### src/rtl/symbol_feeder_pkg.sv
// Shared widths and FSM encodings for the symbol feeder.
// Imported by symbol_feeder and symbol_out_reg.
package symbol_feeder_pkg;

  localparam int BYTE_W = 8;
  localparam int CHAR_W = 16;

  typedef enum logic [1:0] {
    ST_HIGH = 2'd0,
    ST_LOW  = 2'd1,
    ST_DONE = 2'd2
  } feed_state_e;

endpackage

### src/rtl/symbol_out_reg.sv
// One-entry valid/ready holding register for character, first flag, offset.
// Ports: clock, reset, load/load_char in, out_ready in; character/valid/first/offset out.
module symbol_out_reg
  import symbol_feeder_pkg::*;
#(
  parameter int OFFSET_W = 32
) (
  input  logic                clock,
  input  logic                reset,
  input  logic                load,
  input  logic [CHAR_W-1:0]   load_char,
  input  logic                out_ready,
  output logic [CHAR_W-1:0]   character,
  output logic                out_valid,
  output logic                out_first,
  output logic [OFFSET_W-1:0] offset
);

  logic [CHAR_W-1:0]   char_q, char_d;
  logic                valid_q, valid_d;
  logic                first_q, first_d;
  logic                seen_q, seen_d;
  logic [OFFSET_W-1:0] offset_q, offset_d;
  logic                consume;

  assign consume = valid_q && out_ready;

  // offset_q always names the slot of the presented (or next) character,
  // so a load in the same cycle as a consume picks up the advanced value.
  always_comb begin
    char_d   = char_q;
    valid_d  = valid_q;
    first_d  = first_q;
    seen_d   = seen_q | consume;
    offset_d = offset_q + OFFSET_W'(consume);
    if (load) begin
      char_d  = load_char;
      valid_d = 1'b1;
      first_d = !seen_d;
    end else if (consume) begin
      valid_d = 1'b0;
      first_d = 1'b0;
    end
  end

  always_ff @(posedge clock) begin
    if (reset) begin
      char_q   <= '0;
      valid_q  <= 1'b0;
      first_q  <= 1'b0;
      seen_q   <= 1'b0;
      offset_q <= '0;
    end else begin
      char_q   <= char_d;
      valid_q  <= valid_d;
      first_q  <= first_d;
      seen_q   <= seen_d;
      offset_q <= offset_d;
    end
  end

  assign character = char_q;
  assign out_valid = valid_q;
  assign out_first = first_q;
  assign offset    = offset_q;

endmodule

### src/rtl/symbol_feeder.sv
// Pairs a byte stream into 16-bit characters for the STE array.
// Ports: byte_* stream in, character/char_* handshake out, stream_done, odd_dropped.
module symbol_feeder
  import symbol_feeder_pkg::*;
#(
  parameter int OFFSET_W   = 32,
  parameter bit BIG_ENDIAN = 1'b1
) (
  input  logic                clock,
  input  logic                reset,
  input  logic [BYTE_W-1:0]   byte_in,
  input  logic                byte_valid,
  input  logic                byte_last,
  output logic                byte_ready,
  output logic [CHAR_W-1:0]   character,
  output logic                char_valid,
  input  logic                char_ready,
  output logic                char_first,
  output logic [OFFSET_W-1:0] symbol_offset,
  output logic                stream_done,
  output logic                odd_dropped
);

  feed_state_e       state_q, state_d;
  logic [BYTE_W-1:0] hi_q, hi_d;
  logic              odd_q, odd_d;
  logic              done_q, done_d;
  logic              accept;
  logic              load;
  logic [CHAR_W-1:0] pair;

  // High bytes never block; the low byte waits for room in the output reg.
  assign byte_ready = (state_q != ST_DONE) &&
                      (state_q == ST_HIGH || !char_valid || char_ready);
  assign accept = byte_valid && byte_ready;
  assign load   = accept && (state_q == ST_LOW);
  assign pair   = BIG_ENDIAN ? {hi_q, byte_in} : {byte_in, hi_q};

  always_comb begin
    state_d = state_q;
    hi_d    = hi_q;
    odd_d   = odd_q;
    done_d  = done_q | ((state_q == ST_DONE) && !char_valid);
    unique case (state_q)
      ST_HIGH: begin
        if (accept) begin
          if (byte_last) begin
            state_d = ST_DONE;
            odd_d   = 1'b1;
          end else begin
            state_d = ST_LOW;
            hi_d    = byte_in;
          end
        end
      end
      ST_LOW: begin
        if (accept) state_d = byte_last ? ST_DONE : ST_HIGH;
      end
      default: state_d = ST_DONE;
    endcase
  end

  always_ff @(posedge clock) begin
    if (reset) begin
      state_q <= ST_HIGH;
      hi_q    <= '0;
      odd_q   <= 1'b0;
      done_q  <= 1'b0;
    end else begin
      state_q <= state_d;
      hi_q    <= hi_d;
      odd_q   <= odd_d;
      done_q  <= done_d;
    end
  end

  symbol_out_reg #(.OFFSET_W(OFFSET_W)) u_out (
    .clock     (clock),
    .reset     (reset),
    .load      (load),
    .load_char (pair),
    .out_ready (char_ready),
    .character (character),
    .out_valid (char_valid),
    .out_first (char_first),
    .offset    (symbol_offset)
  );

  assign stream_done = done_q;
  assign odd_dropped = odd_q;

endmodule

### config.mk
export PLATFORM = sky130hd
export DESIGN_NAME = symbol_feeder
export DESIGN_NICKNAME = d
export VERILOG_FILES = /design/src/rtl/symbol_feeder_pkg.sv /design/src/rtl/symbol_out_reg.sv /design/src/rtl/symbol_feeder.sv
export SDC_FILE = /design/constraint.sdc
export NUM_CORES = 1
export LEC_CHECK = 0
export BUFFER_PORTS_ARGS = -buffer_cell sky130_fd_sc_hd__buf_2
export CORE_MARGIN = 10
export CORE_UTILIZATION = 34
export DETAILED_ROUTE_END_ITERATION = 12
export PLACE_DENSITY = 0.52
export SYNTH_ARGS = -nofsm -noshare
export SYNTH_HDL_FRONTEND = slang
export SYNTH_SLANG_ARGS = --single-unit
### constraint.sdc
create_clock -name clock -period 3.1 [get_ports clock]
set_input_delay 0.465 -clock clock [delete_from_list [all_inputs] [get_ports clock]]
set_output_delay 0.465 -clock clock [all_outputs]
set_load 0.01 [all_outputs]
Word level (Yosys, flattened, before mapping)
Index checks and enable logic that the tools add are counted.
W data, S select, Z words.
{ "totals": {"ff_bits": 63, "inputBits": 13, "output_inout_bits": 53, "wordCells": 40} }
{ "op_classes": {"addsub": 1, "eq_ne": 5, "muxes": 8, "bitwise_logic": 3, "reduce_logical": 14} }
{ "ops": {"columns": ["cell", "count"], "rows": [
  ["$add A32 B1 Y32", 1],
  ["$mux W2", 4],
  ["$ne A2 B2 Y1 const B", 3],
  ["$reduce_and A3 Y1", 2],
  ["$logic_and A1 B1 Y1", 5],
  ["$pmux W2 S2", 1],
  ["$mux W1", 3],
  ["$eq A2 B1 Y1 const B", 1],
  ["$eq A2 B2 Y1 const B", 1],
  ["$logic_not A1 Y1", 2],
  ["$logic_not A2 Y1", 1],
  ["$logic_or A1 B1 Y1", 2],
  ["$or A1 B1 Y1", 2],
  ["$reduce_and A2 Y1", 1],
  ["$reduce_bool A2 Y1", 1],
  ["$not A1 Y1", 1]
]} }

Logic depth before layout (Yosys ltp)
{ "depth": {"ltp_word": 7, "mapped_depth": 8, "ltp_nobuf": 7} }

Hierarchy
Synthesis repeated with hierarchy kept, for this count alone.
{ "hier_totals": {"cells_unflattened": 297, "area_unflattened_um2": 2767.7} }
{ "modules_own_cells": {"columns": ["module", "instances", "cells_each", "area_per_inst_um2", "seq_area_each_um2"], "rows": [
  ["symbol_out_reg", 1, 239, 2200.9, 1021.0],
  ["symbol_feeder", 1, 58, 566.8, 240.2]
]} }

Worst setup path after synthesis
Ideal clock, no wire load.
{ "synth_timing": {"path_kind": "input -> register", "startpoint": "input port char_ready", "endpoint": "register u_out.offset_q[28], in the netlist u_out.offset[28]", "setup_ns": 0.070, "arrival_time_ns": 2.149, "t_required_ns": 3.030, "setup_slack_ns": 0.881, "cell_stages": 7, "path_buffers": 0, "cell_sequence": "and2_1 -> ha_1 -> ha_1 -> and4_1 -> nand3_4 -> or4_1 -> a21oi_1"} }
{ "synth_via": {"elab_chain_cells": 2} }
{ "synth_lines": {"columns": ["item", "line", "text"], "rows": [
  ["start, declared", "symbol_feeder.sv:17", "input logic char_ready,"],
  ["$logic_and A1 B1 Y1", "symbol_out_reg.sv:26", "assign consume = valid_q && out_ready;"],
  ["$add A32 B1 Y32", "symbol_out_reg.sv:35", "offset_d = offset_q + OFFSET_W'(consume);"],
  ["end signal, assigned", "symbol_out_reg.sv:58", "offset_q <= offset_d;"],
  ["end, declared", "symbol_out_reg.sv:23", "logic [OFFSET_W-1:0] offset_q, offset_d;"]
]} }
Every way passes these cells.
A chain may end at the register's enable or synchronous reset.

Worst setup path in the final report
{ "layout_timing": {"startpoint": "register u_out.valid_q, in the netlist u_out.out_valid", "endpoint": "register u_out.offset_q[28], in the netlist u_out.offset[28]"} }
{ "layout_via": {"elab_chain_cells": 2} }
{ "layout_lines": {"columns": ["item", "line", "text"], "rows": [
  ["start, declared", "symbol_out_reg.sv:20", "logic valid_q, valid_d;"],
  ["start signal, assigned", "symbol_out_reg.sv:55", "valid_q <= valid_d;"],
  ["$logic_and A1 B1 Y1", "symbol_out_reg.sv:26", null],
  ["$add A32 B1 Y32", "symbol_out_reg.sv:35", null]
]} }
Every way passes these cells.

==> key figures <==
Power and ir drop
  – Leak: 0.00128 uW
  – Pwr Density: 510 nW/um^2
  – Max IR drop VDD: 245 uV

Floorplan
  – Die area: 11,800 sq um
  – Core area: 7690 sq um
  – Row count: 32
  – Die Ht: 108 microns
  – Die W: 108 microns
  – IO Pins: 66
  – Initial core utilization: 34.6%

Synthesis
  – #FFs+latches synth: 63
  – Yosys top cell area share: 47.4%
  – Number of enable flip-flop cells after synthesis: 0
  – Synthesis Warnings: 0
  – Yosys cell types: 35
  – Post-Syn Instances: 306
  – Avg Cell Area, Syn: 8.69 sq um
  – Synthesized Nets: 322
  – Synth async-reset ratio: 0%
  – Seq/Total Area, Yosys: 47.4%
  – Count leader, synth: dfxtp_1
  – Post-synth top cells: 63 x dfxtp_1, 57 x nand2_1, 45 x a21oi_1
  – Synth Flop Type: dfxtp_1
  – Area contributors post-synth: dfxtp_1 47%, a21oi_1 8.5%, nand2_1 8.0%, o31ai_1 3.7%, or4_1 3.7%
  – Mapped cell area: 2660 sq um
  – Area leader, netlist: dfxtp_1

Critical path
  – Slowest cell on the critical path: or4_1
  – Crit path DAT: 2.76 ns
  – CP Max Fanout: 17
  – Worst Path Required: 3.35 ns
  – Slowest stage delay, CP: 0.56 ns
  – Crit. End Element: flop
  – Largest delay contributor family on the critical path: simple AND/OR/NAND/NOR gates
  – Worst path bufs/invs: 0
  – CP dominant cell by count: ha_1
  – Crit-path cells: and2_1 > ha_1 > ha_1 > and4_1 > nand3_4 > or4_1 > a21oi_1
  – Worst setup SP type: flop
  – Setup CP Type: reg2reg

STA
  – Tcrit/Tclk final: 80.9%
  – Worst slew margin: 44.1%
  – Crit path time final: 2.51 ns
  – Worst Skew: 0.00499 ns
  – Setup TNS: 0 ns
  – RSZ-0062 raised after global routing: no
  – Min Hold Slack: 0.381 ns
  – Max Freq: 399 MHz
  – Hold Vio Cnt, Final: 0
  – Max-slew violations: 0
  – Final setup fails: 0
  – Worst Tran Pin Value: 0.833 ns

Finish
  – Total area of sequential cells: 1260 sq um
  – Finished Cell Area: 3220 sq um
  – Area grow syn2layout: 20.9%
  – End-of-flow core utilization: 41.8%
  – Layout Cells excl Fill: 471
  – Nets: 380
  – Fraction of layout cells with a size suffix above 1: 24.4%
  – # fillers: 840
  – Area of the multi-input gates: 1270 sq um
  – Number of antenna diodes: 0

GRT
  – Pin count of the biggest net entering global routing: 41
  – Overflow after GRT: 0
  – Total GRT Usage: 11.6%
  – First-pass GRT wire length: 11,000 microns
  – Vias in the first global route: 2,232
  – Initial antenna violation count: 0

Detailed routing
  – Vias: 2,346
  – Vias per Instance: 4.98
  – DRC: 0
  – Drt initial violations: 58
  – WL final: 6760 microns
  – Routed wire length per instance: 14.4 microns
  – Post-route ant nets: 0
  – DRT Pass-1 Iters: 5

CTS
  – Root buffer cell: clkbuf_8
  – TritonCTS Buffers: 9
  – CTS Buffer Depth: 2
  – H-tree depth: 3
  – Post-CTS Setup Bufs: 0
  – Worst-path clk slew: 0.07 ns
  – Hold Buf Count CTS: 0
  – CTS resizes: 0
  – Worst skew pair latency: 0.33 ns
  – CTS sink cnt: 63
  – CTS tree: yes

Placement
  – PortBufs: 65
  – Detailed Place HPWL: 4760 microns
  – Placed Area: 3010 sq um
  – Gpl congestion: 0.712
  – Cells after DPL: 455

Min path
  – Hold/Removal Path Class: in2reg

Job
  – Max_cap viols: 0

Outcome
  – Outcome: completed
## kinds of logic (layout without fill, tap and decap cells)
logic type                 count (synthesis)  count (layout)  share of synthesized area [%]
and+or+nand+nor                          139             139                           28.1
buffers and inverters                     22              85                           4.66
AOI/OAI and AO/OA                         67              67                           14.3
adders and majority gates                  3               3                           1.41
xor gates and xnor gates                  11              11                           3.62
muxes                                      1               1                          0.423
DFF                                       63              63                           47.4
## final timing paths
path         cells after the start                start                  end  slack [ns]
min                              3           byte_in[2]   u_out.character[2]        0.38
max                              7      u_out.out_valid     u_out.offset[28]        0.59
min reg2reg                      2  u_out.character[13]  u_out.character[13]        0.45
max reg2reg                      7      u_out.out_valid     u_out.offset[28]        0.59
## cells in the final DEF, fill, tap and decap left out, drive strengths merged
| cell type | Yosys | layout |
|---|---|---|
| buf | 7 | 66 |
| dfxtp | 63 | 63 |
| nand2 | 57 | 57 |
| a21oi | 45 | 45 |
| nor2 | 19 | 19 |
| nand3 | 14 | 14 |
| o31ai | 13 | 13 |
| or4 | 13 | 13 |
| clkbuf | 11 | 13 |
| nand4 | 10 | 10 |
| xor2 | 9 | 9 |
| or3 | 6 | 6 |
| and4 | 6 | 6 |
| o21ai | 5 | 5 |
| nor3 | 4 | 4 |
| inv | 3 | 3 |
| nor2b | 3 | 3 |
| ha | 3 | 3 |
| and3 | 3 | 3 |
| and2 | 2 | 2 |
| nand2b | 2 | 2 |
| xnor2 | 2 | 2 |
| clkinv | 0 | 2 |
| mux2 | 1 | 1 |
| a22oi | 1 | 1 |
| a2111oi | 1 | 1 |
| o21a | 1 | 1 |
| o21ba | 1 | 1 |
| bufinv | 0 | 1 |
## stage by stage
| step | setup slack (ns) | power [uW] |
|---|---|---|
| after floorplan | 0.881 | 890 |
| after global placement | 0.477 | 917 |
| after detailed placement | 0.386 | 918 |
| after CTS | 0.576 | 1670 |
| after global routing | 0.342 | 1710 |
| final | 0.593 | 1640 |
## layer usage
layer	up-vias	track usage [%]	share of wire (%)
met4	0	4.05	0.96
met5	-	0	0
met2	50	18.1	46
li1	1198	-	-
met1	1092	13.8	46
met3	6	5.29	7.5
## cell type report
| type | count | area share, % |
|---|---|---|
| clock buffer | 13 | 5.25 |
| clock inverter | 3 | 1.24 |
| inverter | 3 | 0.350 |
| multi-input combinational | 221 | 39.6 |
| sequential | 63 | 39.2 |
| tap | 102 | 3.97 |
| timing repair buffer | 66 | 10.3 |
## worst reg2reg max path: cells and delay by family (launching register included)
kind	cells	cell delay, ns
AO/OA/AOI/OAI	1	0.14
adder cells (fa/ha/maj)	2	0.57
flip-flops	1	0.36
AND/OR/NAND/NOR	4	1.35
## registers in the layout, indices dropped and copies added, names as in the netlist
name,cells
u_out.character,16
stream_done,1
u_out.offset,32
odd_dropped,1
state_q,2
hi_q,8
u_out.out_valid,1
u_out.seen_q,1
u_out.out_first,1
## report_power, final
| part | internal (uW) | switching [uW] |
|---|---|---|
| clock network | 435 | 309 |
| logic | 23.3 | 43.4 |
| registers | 822 | 8.63 |
| total | 1280 | 361 |
(Power assumes the default switching activity.)
